**config.mk**
```make
export PLATFORM = sky130hd
export DESIGN_NAME = uart_rx_deser
export DESIGN_NICKNAME = d
export VERILOG_FILES = /design/src/rtl/uart_pkg.sv /design/src/rtl/uart_sync2.sv /design/src/rtl/uart_rx_deser.sv
export SDC_FILE = /design/constraint.sdc
export NUM_CORES = 1
export LEC_CHECK = 0
export BUFFER_PORTS_ARGS = -buffer_cell sky130_fd_sc_hd__buf_2
export CAP_MARGIN = 30
export CELL_PAD_IN_SITES_DETAIL_PLACEMENT = 1
export CELL_PAD_IN_SITES_GLOBAL_PLACEMENT = 1
export CORE_MARGIN = 2
export CORE_UTILIZATION = 52
export CTS_BUF_LIST = sky130_fd_sc_hd__clkbuf_8 sky130_fd_sc_hd__clkbuf_16
export DETAILED_ROUTE_END_ITERATION = 10
export GPL_TIMING_DRIVEN = 0
export HOLD_SLACK_MARGIN = 0.15
export PLACE_DENSITY_LB_ADDON = 0.15
export SKIP_CTS_REPAIR_TIMING = 1
export SYNTH_ARGS = -nofsm -noshare
export SYNTH_HDL_FRONTEND = slang
export SYNTH_SLANG_ARGS = --single-unit
export TNS_END_PERCENT = 5
```
**constraint.sdc**
```tcl
create_clock -name clock -period 5.2 [get_ports clock]
set_input_delay 1.04 -clock clock [delete_from_list [all_inputs] [get_ports clock]]
set_output_delay 1.04 -clock clock [all_outputs]
set_load 0.05 [all_outputs]
```
**src/rtl/uart_pkg.sv**
```systemverilog
// ---------------------------------------------------------------------------
// uart_pkg
// Shared types and helpers for the UART receive path.
//   rx_state_e    : receive FSM state encoding
//   clks_per_bit  : integer clocks per serial bit (freq / baud)
//   UART_BAUD     : default line rate
//   UART_CLK      : default system clock frequency
// ---------------------------------------------------------------------------
package uart_pkg;

   typedef enum logic [2:0] {
      IDLE,
      START,
      DATA,
      PARITY,
      STOP,
      BREAK
   } rx_state_e;

   localparam int UART_BAUD = 115200;
   localparam int UART_CLK  = 200_000_000;

   function automatic int clks_per_bit(input int freq, input int baud);
      return freq / baud;
   endfunction

endpackage

```
**src/rtl/uart_sync2.sv**
```systemverilog
// ---------------------------------------------------------------------------
// uart_sync2
// Two-flop synchronizer for a single asynchronous bit.
//   clock : destination clock
//   reset : asynchronous, active-high; both flops load RESET_VAL
//   d     : asynchronous input
//   q     : synchronized output (two clocks of latency)
// ---------------------------------------------------------------------------
module uart_sync2 #(
   parameter logic RESET_VAL = 1'b1
) (
   input  logic clock,
   input  logic reset,
   input  logic d,
   output logic q
);

   logic meta;

   always_ff @(posedge clock or posedge reset) begin
      if (reset) begin
         meta <= RESET_VAL;
         q    <= RESET_VAL;
      end else begin
         meta <= d;
         q    <= meta;
      end
   end

endmodule

```
**src/rtl/uart_rx_deser.sv**
```systemverilog
// ---------------------------------------------------------------------------
// uart_rx_deser
// UART receive deserializer: 8N1 frames (8E1 when UART_RX_PARITY_EN is
// defined), LSB first, presented on a valid/ready holding register.
//   clock      : system clock
//   reset      : asynchronous, active-high
//   sig_rx     : serial line, idles high
//   data       : received byte, stable while valid
//   valid      : byte available
//   ready      : consumer accepts when valid && ready
//   frame_err  : 1-cycle pulse, stop bit sampled low
//   overrun    : 1-cycle pulse, byte completed while holding register full
//   parity_err : 1-cycle pulse on even-parity mismatch (0 without the option)
// Build option: `define UART_RX_PARITY_EN inserts an even-parity bit.
// ---------------------------------------------------------------------------
module uart_rx_deser
   import uart_pkg::*;
#(
   parameter int DATA_WIDTH = 8,
   parameter int BAUD_RATE  = UART_BAUD,
   parameter int CLK_FREQ   = UART_CLK
) (
   input  logic                  clock,
   input  logic                  reset,
   input  logic                  sig_rx,
   output logic [DATA_WIDTH-1:0] data,
   output logic                  valid,
   input  logic                  ready,
   output logic                  frame_err,
   output logic                  overrun,
   output logic                  parity_err
);

   localparam int CLKS_PER_BIT = clks_per_bit(CLK_FREQ, BAUD_RATE);
   localparam int CNT_W        = $clog2(CLKS_PER_BIT);
   localparam int IDX_W        = (DATA_WIDTH > 1) ? $clog2(DATA_WIDTH) : 1;

   localparam logic [CNT_W-1:0] HALF_LOAD = CNT_W'(CLKS_PER_BIT / 2 - 1);
   localparam logic [CNT_W-1:0] BIT_LOAD  = CNT_W'(CLKS_PER_BIT - 1);
   localparam logic [IDX_W-1:0] LAST_IDX  = IDX_W'(DATA_WIDTH - 1);

   if (CLKS_PER_BIT < 4) begin : g_bad_rate
      $error("uart_rx_deser: CLKS_PER_BIT must be >= 4");
   end

   logic                  rx_s;
   rx_state_e             state, state_n;
   logic [CNT_W-1:0]      cnt, cnt_n;
   logic [IDX_W-1:0]      bit_idx, idx_n;
   logic                  shift_en;
   logic                  stop_ok;
   logic                  stop_bad;
   logic                  par_bad;
   logic [DATA_WIDTH-1:0] shift_reg;

   logic                  commit_p0;
   logic                  frame_p0;
   logic [DATA_WIDTH-1:0] byte_p0;

   uart_sync2 #(.RESET_VAL(1'b1)) u_sync (
      .clock (clock),
      .reset (reset),
      .d     (sig_rx),
      .q     (rx_s)
   );

`ifdef UART_RX_PARITY_EN
   logic par_en;
`endif

   always_ff @(posedge clock or posedge reset) begin
      if (reset) begin
         state   <= IDLE;
         cnt     <= '0;
         bit_idx <= '0;
      end else begin
         state   <= state_n;
         cnt     <= cnt_n;
         bit_idx <= idx_n;
      end
   end

   // Every sample point is where the down-counter reaches zero; the first
   // load is half a bit so later samples land mid-bit.
   always_comb begin
      state_n  = state;
      cnt_n    = cnt;
      idx_n    = bit_idx;
      shift_en = 1'b0;
      stop_ok  = 1'b0;
      stop_bad = 1'b0;
`ifdef UART_RX_PARITY_EN
      par_en   = 1'b0;
`endif
      case (state)
         IDLE: begin
            if (!rx_s) begin
               state_n = START;
               cnt_n   = HALF_LOAD;
            end
         end
         START: begin
            if (cnt == '0) begin
               if (!rx_s) begin
                  state_n = DATA;
                  cnt_n   = BIT_LOAD;
                  idx_n   = '0;
               end else begin
                  state_n = IDLE;
               end
            end else begin
               cnt_n = cnt - 1'b1;
            end
         end
         DATA: begin
            if (cnt == '0) begin
               shift_en = 1'b1;
               cnt_n    = BIT_LOAD;
               if (bit_idx == LAST_IDX) begin
`ifdef UART_RX_PARITY_EN
                  state_n = PARITY;
`else
                  state_n = STOP;
`endif
               end else begin
                  idx_n = bit_idx + 1'b1;
               end
            end else begin
               cnt_n = cnt - 1'b1;
            end
         end
`ifdef UART_RX_PARITY_EN
         PARITY: begin
            if (cnt == '0) begin
               par_en  = 1'b1;
               cnt_n   = BIT_LOAD;
               state_n = STOP;
            end else begin
               cnt_n = cnt - 1'b1;
            end
         end
`endif
         STOP: begin
            if (cnt == '0) begin
               if (rx_s) begin
                  stop_ok = 1'b1;
                  state_n = IDLE;
               end else begin
                  stop_bad = 1'b1;
                  state_n  = BREAK;
               end
            end else begin
               cnt_n = cnt - 1'b1;
            end
         end
         BREAK: begin
            // A line held low must go high before a new start bit is accepted.
            if (rx_s) state_n = IDLE;
         end
         default: state_n = IDLE;
      endcase
   end

   always_ff @(posedge clock) begin
      if (shift_en) shift_reg <= {rx_s, shift_reg[DATA_WIDTH-1:1]};
   end

`ifdef UART_RX_PARITY_EN
   // Even parity: the data bits together with the parity bit XOR to zero.
   always_ff @(posedge clock or posedge reset) begin
      if (reset)       par_bad <= 1'b0;
      else if (par_en) par_bad <= (^shift_reg) ^ rx_s;
   end
`else
   assign par_bad = 1'b0;
`endif

   // ---- p0: stop-bit sample -> commit request ----
   always_ff @(posedge clock or posedge reset) begin
      if (reset) begin
         commit_p0 <= 1'b0;
         frame_p0  <= 1'b0;
      end else begin
         commit_p0 <= stop_ok && !par_bad;
         frame_p0  <= stop_bad;
      end
   end

   always_ff @(posedge clock) begin
      if (stop_ok) byte_p0 <= shift_reg;
   end

`ifdef UART_RX_PARITY_EN
   logic perr_p0;

   always_ff @(posedge clock or posedge reset) begin
      if (reset) begin
         perr_p0    <= 1'b0;
         parity_err <= 1'b0;
      end else begin
         perr_p0    <= (stop_ok || stop_bad) && par_bad;
         parity_err <= perr_p0;
      end
   end
`else
   assign parity_err = 1'b0;
`endif

   // ---- commit: holding register and handshake ----
   // A commit into a register being drained this same cycle reloads it
   // without a bubble; a commit into a held register is dropped.
   always_ff @(posedge clock or posedge reset) begin
      if (reset) begin
         data      <= '0;
         valid     <= 1'b0;
         frame_err <= 1'b0;
         overrun   <= 1'b0;
      end else begin
         frame_err <= frame_p0;
         overrun   <= commit_p0 && valid && !ready;
         if (commit_p0 && (!valid || ready)) begin
            data  <= byte_p0;
            valid <= 1'b1;
         end else if (valid && ready) begin
            valid <= 1'b0;
         end
      end
   end

endmodule

```
Word level (Yosys, flattened, before mapping)

Cells that the tools add are included.

Flip-flop bits (word level): 48
Input port bits: 4
Output and inout bits: 12
Logic and storage cells: 75

$add $sub $neg: 2
Equality and inequality tests: 15
Mux-type cells: 30
Reductions and logical operators: 15

Operators by type and width:

| kind                                                                    | number |
|---|---|
| 11-bit 2-to-1 mux                                                       | 5 |
| 11-bit one-hot mux with 4 select lines                                  | 1 |
| 3-bit 2-to-1 mux                                                        | 11 |
| 2-bit inequality test, second input constant                            | 8 |
| 3-bit one-hot mux with 5 select lines                                   | 1 |
| 11-bit zero test                                                        | 1 |
| 11-bit by 1-bit subtractor with 11-bit output, second input constant    | 1 |
| 1-bit 2-to-1 mux                                                        | 10 |
| 3-bit == test, second input constant                                    | 3 |
| 3-bit one-hot mux with 2 select lines                                   | 1 |
| 6-bit AND reduction                                                     | 1 |
| 5-bit AND reduction                                                     | 1 |
| 1-bit logical AND                                                       | 4 |
| 4-bit AND reduction                                                     | 1 |
| 2-bit nonzero test                                                      | 2 |
| 4-bit nonzero test                                                      | 1 |
| 3-bit by 1-bit adder with 3-bit output, second input constant           | 1 |
| 3-bit by 1-bit == test with 1-bit output, second input constant         | 1 |
| 3-bit by 2-bit == test with 1-bit output, second input constant         | 1 |
| 3-bit zero test                                                         | 1 |
| 3-bit inequality test, second input constant                            | 1 |
| 1-bit zero test                                                         | 2 |
| 2-bit 2-to-1 mux                                                        | 1 |
| 2-bit by 1-bit inequality test with 1-bit output, second input constant | 1 |
| 1-bit logical OR                                                        | 1 |

Depth between registers and ports, before layout

Gate-level depths: netlist of run 1.

Depth after elaboration: 4
Mapped depth: 7
Gate-level depth less buffers: 6

Modules after synthesis

A second synthesis of run 1 with hierarchy kept.

Cells, all modules: 176
Area total of the unflattened synthesis: 2080.7 um2

By module, submodules not included:

| module        | instances | cells each | area each (um2) | seq. area each (um2) |
|---|---|---|---|---|
| uart_rx_deser | 1         | 173        | 2024.4          | 1231.2 |
| uart_sync2    | 1         | 3          | 56.3            | 52.6 |

Least setup slack after synthesis of run 1

No wires, ideal clock.

Kind: reg-to-reg
From: register cnt[0]
To: register byte_p0[0] (enable)
Library setup time: 0.401 ns
Arrival: 2.258 ns
Required time: 4.799 ns
Path slack: 2.541 ns
Cell stages (with the launch flop): 6
Buffers on the path: 0
Period minus slack after synthesis: 2.659 ns
Cell sequence: dfrtp_1 inv_1 ha_1 nor4b_4 nand3_1 nor4b_1

Cells in the longest elaborated chain, start to end: 3

Ends and longest elaborated chain:

| what                     | RTL line             | RTL |
|---|---|---|
| start: declaration       | uart_rx_deser.sv:48  | `logic [CNT_W-1:0] cnt, cnt_n;` |
| start signal: assignment | uart_rx_deser.sv:78  | `cnt <= cnt_n;` |
| 11-bit zero test         | uart_rx_deser.sv:144 | `if (cnt == '0) begin` |
| 1-bit 2-to-1 mux         | uart_rx_deser.sv:144 |  |
| 1-bit 2-to-1 mux         | uart_rx_deser.sv:95  | `case (state)` |
| named net stop_ok        | uart_rx_deser.sv:51  | `logic stop_ok;` |
| end signal: assignment   | uart_rx_deser.sv:190 | `if (stop_ok) byte_p0 <= shift_reg;` |
| end: declaration         | uart_rx_deser.sv:58  | `logic [DATA_WIDTH-1:0] byte_p0;` |

The timed path passes the listed nets, and every way through them passes these cells.
A chain may end at the register's enable or synchronous reset.

Worst setup path after layout of run 1

From: register cnt[0]
To: register byte_p0[6] (enable)

The elaborated chain is that of the path after synthesis.

==> key figures, run 1 <==
Timing
  – Final period util: 50.5%
  – Clock Skew: 0.00803 ns
  – Slew HR: 52.3%
  – Fin Setup TNS: 0 ns
  – Final Hold Viols: 0
  – Worst Tran Pin Value: 0.713 ns
  – RSZ-0062 raised after global routing: no
  – Min Tclk post-route: 2.62 ns
  – Achievable Freq: 0.381 GHz
  – Setup violators final: 0
  – Final Max Tran Viols: 0

Routing
  – Routed WL: 5.31 mm
  – Via count: 1619
  – Avg WL per Cell: 20.3 um
  – Vias/cell: 6.18
  – # DRC: 0
  – Pre-antenna DRT Iters: 4
  – Post-route ant nets: 0
  – Initial drt markers: 53

Synthesis
  – Post-synth ARST share: 66.7%
  – Synth top area share: 33.4%
  – Synth cell types: 60
  – Syn_nets: 195
  – Ys flop type: dfrtp_1
  – YS warnings: 0
  – Top cells by area, synth: dfrtp_1 33%, edfxtp_1 21%, mux2_2 4.0%
  – Post-synth EDFFs: 16
  – Post-Syn Area: 2250 um2
  – Seq/Total Area, Yosys: 57.2%
  – Yosys reg bits: 48
  – Yosys top cell by area: dfrtp_1
  – Synthesized area per cell: 11.9 um2
  – Cells after Synth: 188

CTS
  – Worst-path clk slew: 0.09 ns
  – Skew-Pair Late Insertion Delay: 0.31 ns
  – Clock buffer depth: 2
  – Inserted Clock Buffers: 5
  – Htree depth: 2
  – CTS Sinks: 48
  – Root Driver: clkbuf_8
  – TritonCTS clock tree: built

Setup path
  – Setup crit end kind: flop
  – Critical path startpoint category: flop
  – Setup CP Type: reg2reg
  – Worst reg2reg path depth: 6
  – Arrival @ worst endpoint: 2.65 ns
  – Worst-path fanout max: 7
  – CP required: 5.22 ns

Floorplanning
  – Io pins: 16
  – Die X: 69.7 um
  – Die Height: 69.7 um
  – Core area: 4090 um2
  – Initial core utilization: 55.0%
  – Rows: 23
  – Die area: 4860 um2

Status
  – Status: finished clean

Placement
  – Cell Area, Placed: 2410 um2
  – Hpwl dp: 3.68 mm
  – Gpl congestion: 0.901
  – Cell count after placement: 253
  – Port-buffer cells: 14

Cells and area
  – Layout overhead on the synthesized area: 13.1%
  – Nets@finish: 218
  – Post-route insts no fill: 262
  – FF+latch area: 1280 um2
  – Largest register by flop count: cnt
  – Filler cells: 426
  – Multi-input logic area: 868 um2
  – Antenna fix cells: 0
  – Max reg flops: 11
  – Design Area, Final: 2540 um2
  – Share of cells above drive strength 1: 24.5%
  – Final core area utilization: 62.2%

Pwr
  – Worst vdd ir: 0.000129 V
  – Clk network pwr share: 41.5%
  – Leak: 0.00109 uW
  – Internal power: 552 uW
  – Final Power: 692 uW
  – Switching power total: 140 uW
  – Seq pwr share: 56.5%
  – Sw Share: 20.3%
  – PwrDens: 272 nW/um2
  – Comb power frac: 2.0%

GRT
  – First-pass GRT wire length: 8.71 mm
  – Met3 usage: 4.51%
  – Number of global-route vias before repair: 1724
  – Met1 Use GR: 27.7%
  – GRT overflow: 0
  – Largest net degree at the start of global routing: 20
  – Met2 usage: 40.6%
  – Global Route Usage Sum: 23.2%
  – GRT busiest layer: met2
  – Initial antenna violation count: 0

Job
  – Max cap viols: 0

Hold path
  – Hold WC Path Type: reg2reg
  – Hold path depth: 0
==> synth_stat cells (2+ instances only) <==
cell	n
a31oi_1	2
and3b_1	2
o21ai_0	4
nor2_1	12
dfrtp_1	30
a221oi_1	2
or2_2	2
mux2_2	8
inv_1	12
buf_4	2
o2111ai_1	2
o31ai_1	2
dfstp_2	2
or3_1	2
ha_1	3
nor3_1	8
nor4_1	2
clkbuf_1	4
nor4b_1	2
a21boi_0	2
o221a_2	2
edfxtp_1	16
nand2b_1	3
nand3_1	4
nand4_1	2
mux2i_1	3
nand2_1	11
a21oi_1	7
buf_2	2
or4_1	2
nand4b_1	2
==> through the flow <==
stage          hold slack, ns  worst slack [ns]
4_1_cts                 0.374              2.26
6_report                0.374              2.58
3_3_place_gp            0.335              1.91
2_1_floorplan           0.331              2.54
5_1_grt                 0.377              2.40
3_5_place_dp            0.343              2.44
==> cell type report <==
type | instances | area share (%)
flip-flops and latches | 48 | 50.5
multi-input cells | 118 | 34.2
repair buffers | 16 | 4.14
clock buffers | 6 | 3.25
well taps | 50 | 2.46
plain buffers | 10 | 2.17
inverters | 12 | 1.77
clock inverters | 2 | 1.53
==> power by group through the flow <==
stage / registers [uW] / logic [uW] / clock network [uW]
final: 391 / 13.6 / 288
after global routing: 391 / 15.1 / 298
after CTS: 391 / 14.0 / 288
after detailed placement: 399 / 13.8 / 0
after global placement: 399 / 10.6 / 0
after floorplan: 398 / 8.01 / 0
==> cell usage in the layout, fill, tap and decap left out, drive strengths merged, types with 2 or more instances in the layout <==
cell type,count
a221oi,2
dfstp,2
edfxtp,16
and3,2
o31ai,2
a21oi,7
nand2b,3
dfrtp,30
nand4,2
nor4,3
nand2,11
buf,21
mux2i,3
a31oi,2
inv,12
or4,2
mux2,10
ha,3
or2,2
nor3,9
nor4b,3
or3,2
o221a,2
nor2,12
nand3,4
a21boi,2
o21ai,4
clkbuf,11
and3b,2
nand4b,2
o2111ai,2
==> worst max-delay path, cell delays in order, from the launching register on <==
cell	delay, ns
dfrtp_1	0.43
inv_1	0.09
ha_1	0.26
nor4b_4	0.43
nand3_1	0.32
nor4b_2	0.51
clkbuf_4	0.30
==> final timing paths <==
path | endpoint | slack [ns] | from
worst max-delay path | byte_p0[6]$_DFFE_PP_ | 2.58 | cnt[0]$_DFFE_PP0P_
worst min-delay path | frame_err$_DFF_PP0_ | 0.37 | frame_p0$_DFF_PP0_
worst max register to register | byte_p0[6]$_DFFE_PP_ | 2.58 | cnt[0]$_DFFE_PP0P_
worst min register to register | frame_err$_DFF_PP0_ | 0.37 | frame_p0$_DFF_PP0_
max in group asynchronous | u_sync.q$_DFF_PP1_ | 3.81 | reset
min in group asynchronous | data[7]$_DFFE_PP0P_ | 0.79 | reset
==> per-layer routing <==
layer,share of wire [%],up-vias
met2,51,54
met1,42,815
met5,0,-
met3,4.8,13
li1,-,737
met4,2.4,0
==> cells by family (layout without fill, tap and decap cells) <==
family | after synthesis | in the layout | share of synthesized area, %
mux | 13 | 13 | 6.52
xor+xnor | 1 | 1 | 0.390
other cells | 1 | 1 | 0.167
simple gates | 64 | 64 | 17.5
fa+ha+maj | 4 | 4 | 2.12
compound gates | 35 | 35 | 11.6
buf+inv | 22 | 46 | 4.46
flops | 48 | 48 | 57.2
Power figures use the tool's default switching activity.
==> run 2: changes to the inputs <==
- ABC_AREA: default -> 1
- CORE_UTILIZATION: 52 -> 47
- clock period: 5.2 -> 2.7 ns (I/O delays scaled with it)
==> run 2 against run 1 <==
Setup slack lost 2.1 ns. Core utilization shrank 5.7 points. Non-clock buffer count shrank 9. Global-route usage shrank 4.3 points. Clock skew shrank 0.00068 ns. Critical path depth grew 1. Sequential power grew 92%. Fmax grew 18%. Hold slack lost 0.091 ns. Synthesized cell count grew 8.5%. Clock power grew 120%. Combinational power grew 87%. Critical endpoint is now byte_p0[4]$_DFFE_PP_. Largest power group unchanged.
==> key figures, run 2 <==
Floorplanning
  – Die area: 5250 um2
  – Io pins: 16
  – Initial core utilization: 49.6%
  – Die Height: 72.5 um
  – Die X: 72.5 um
  – Core area: 4440 um2
  – Rows: 24

Timing
  – Min Tclk post-route: 2.22 ns
  – Final Hold Slack: 0.283 ns
  – Fin Setup TNS: 0 ns
  – Slew HR: 62.1%
  – Final period util: 82.2%
  – Setup violators final: 0
  – Worst Tran Pin Value: 0.568 ns
  – Clock Skew: 0.00735 ns
  – Achievable Freq: 0.451 GHz
  – Final Hold Viols: 0
  – Fin worst setup slack: 0.481 ns
  – RSZ-0062 raised after global routing: no
  – Final Max Tran Viols: 0

Pwr
  – PwrDens: 558 nW/um2
  – Leak: 0.00123 uW
  – Worst vdd ir: 0.000404 V
  – Final Power: 1400 uW

Synthesis
  – Post-Syn Area: 2200 um2
  – Top cells by count, synth: 39 x nand2_1, 30 x dfrtp_1, 21 x inv_1
  – Top cells by area, synth: dfrtp_1 34%, edfxtp_1 22%, nand2_1 6.6%
  – Post-synth ARST share: 66.7%
  – Synth cell types: 30
  – Synth top area share: 34.1%
  – Syn_nets: 211
  – Count leader, synth: nand2_1
  – Synthesized area per cell: 10.8 um2
  – Cells after Synth: 204
  – Yosys top cell by area: dfrtp_1
  – Seq/Total Area, Yosys: 58.3%
  – Yosys reg bits: 48
  – Post-synth EDFFs: 16
  – YS warnings: 0
  – Ys flop type: dfrtp_1

GRT
  – Number of global-route vias before repair: 1532
  – Global Route Usage Sum: 18.9%
  – First-pass GRT wire length: 7.42 mm
  – Largest net degree at the start of global routing: 22
  – Initial antenna violation count: 0
  – GRT overflow: 0

Routing
  – Routed WL: 4.41 mm
  – Initial drt markers: 61
  – Vias/cell: 5.20
  – Avg WL per Cell: 15.8 um
  – # DRC: 0
  – Via count: 1457
  – Pre-antenna DRT Iters: 6
  – Post-route ant nets: 0

CTS
  – Inserted Clock Buffers: 5
  – Clock buffer depth: 2
  – Worst-path clk slew: 0.10 ns
  – CTS Sinks: 48
  – Root Driver: clkbuf_8
  – TritonCTS clock tree: built
  – Htree depth: 2
  – Skew-Pair Late Insertion Delay: 0.30 ns

Setup path
  – Arrival @ worst endpoint: 2.24 ns
  – CP required: 2.72 ns
  – Worst-path fanout max: 8
  – Critical path startpoint category: flop
  – Setup crit end kind: flop
  – Setup CP Type: reg2reg

Cells and area
  – Nets@finish: 234
  – Largest register by flop count: cnt
  – Commonest non-fill, non-tap cells in the layout: 39 x nand2_1, 30 x dfrtp_1, 21 x inv_1
  – Max reg flops: 11
  – Final core area utilization: 56.5%
  – Share of cells above drive strength 1: 28.1%
  – Most common cell after layout, fill and taps aside: nand2_1
  – Antenna fix cells: 0
  – Layout overhead on the synthesized area: 14.0%

Job
  – Max cap viols: 0

Hold path
  – Hold WC Path Type: in2async

Placement
  – Port-buffer cells: 14
  – Place WS: 0.496 ns
  – Hpwl dp: 3.32 mm
  – Gpl congestion: 0.827

Status
  – Status: finished clean
-- run 2: cell types whose count changed in the layout (fill, tap and decap cells not counted), moves of 5 or more --
cell,before,now
nand2_2,0,5
nor2_1,12,19
o21ai_1,0,7
inv_1,12,21
nor3_1,8,2
a21oi_1,7,2
nand3_1,4,12
nand2_1,11,39
-- run 2: kinds of logic after synthesis --
logic type,after synthesis,share of synthesized area [%]
AOI/OAI and AO/OA,16,4.43
xor gates and xnor gates,4,1.59
adders and majority gates,3,1.70
buffers and inverters,25,4.43
DFF,48,58.3
muxes,8,4.09
other,1,0.170
and+or+nand+nor,99,25.3
-- run 2: worst paths after layout --
| path | from | end | slack (ns) | cells after the start |
|---|---|---|---|---|
| worst min-delay path | reset | data[0]$_DFFE_PP0P_ | 0.28 | 2 |
| worst max-delay path | cnt[1]$_DFFE_PP0P_ | byte_p0[4]$_DFFE_PP_ | 0.48 | 7 |
| worst max register to register | cnt[1]$_DFFE_PP0P_ | byte_p0[4]$_DFFE_PP_ | 0.48 | 7 |
| worst min register to register | frame_p0$_DFF_PP0_ | frame_err$_DFF_PP0_ | 0.35 | 0 |
| min in group clock | sig_rx | u_sync.meta$_DFF_PP1_ | 0.33 | 1 |
| max in group asynchronous | reset | u_sync.meta$_DFF_PP1_ | 1.83 | 3 |
-- run 2: area by class of cell --
type | count | area (um2)
Inverter | 24 | 90.1
Clock inverter | 3 | 68.8
Tap cell | 52 | 65.1
Fill cell | 491 | 1930
Multi-Input combinational cell | 131 | 822
Clock buffer | 5 | 68.8
Sequential cell | 48 | 1280
Timing Repair Buffer | 16 | 105
Buffer | 1 | 7.51
-- run 2: critical path, stage by stage, from the launching register on --
cell and delay, ns:
dfrtp_1 0.37, inv_1 0.15, ha_1 0.29, nand2_4 0.12
nor2_8 0.19, nand2_8 0.11, nor3_1 0.44, buf_4 0.26
-- run 2: routing by layer --
layer	track usage, %	wire [um]
met1	23.5	2000
met2	33.0	2250
met3	4.31	117
met4	5.56	53
met5	0	0
-- run 2: stage by stage --
stage               cell area (um2)  cells
CTS                            2510    280
global placement               2340    270
detailed placement             2370    272
finish                         2510    280
floorplan                      2200    204
global route                   2510    280
-- run 2: where the power goes --
group	total (uW)	internal, uW	switching, uW	leakage (uW)
clock	625	373	252	0.0000687
combinational	25.4	8.03	17.4	0.000610
sequential	752	750	1.34	0.000548
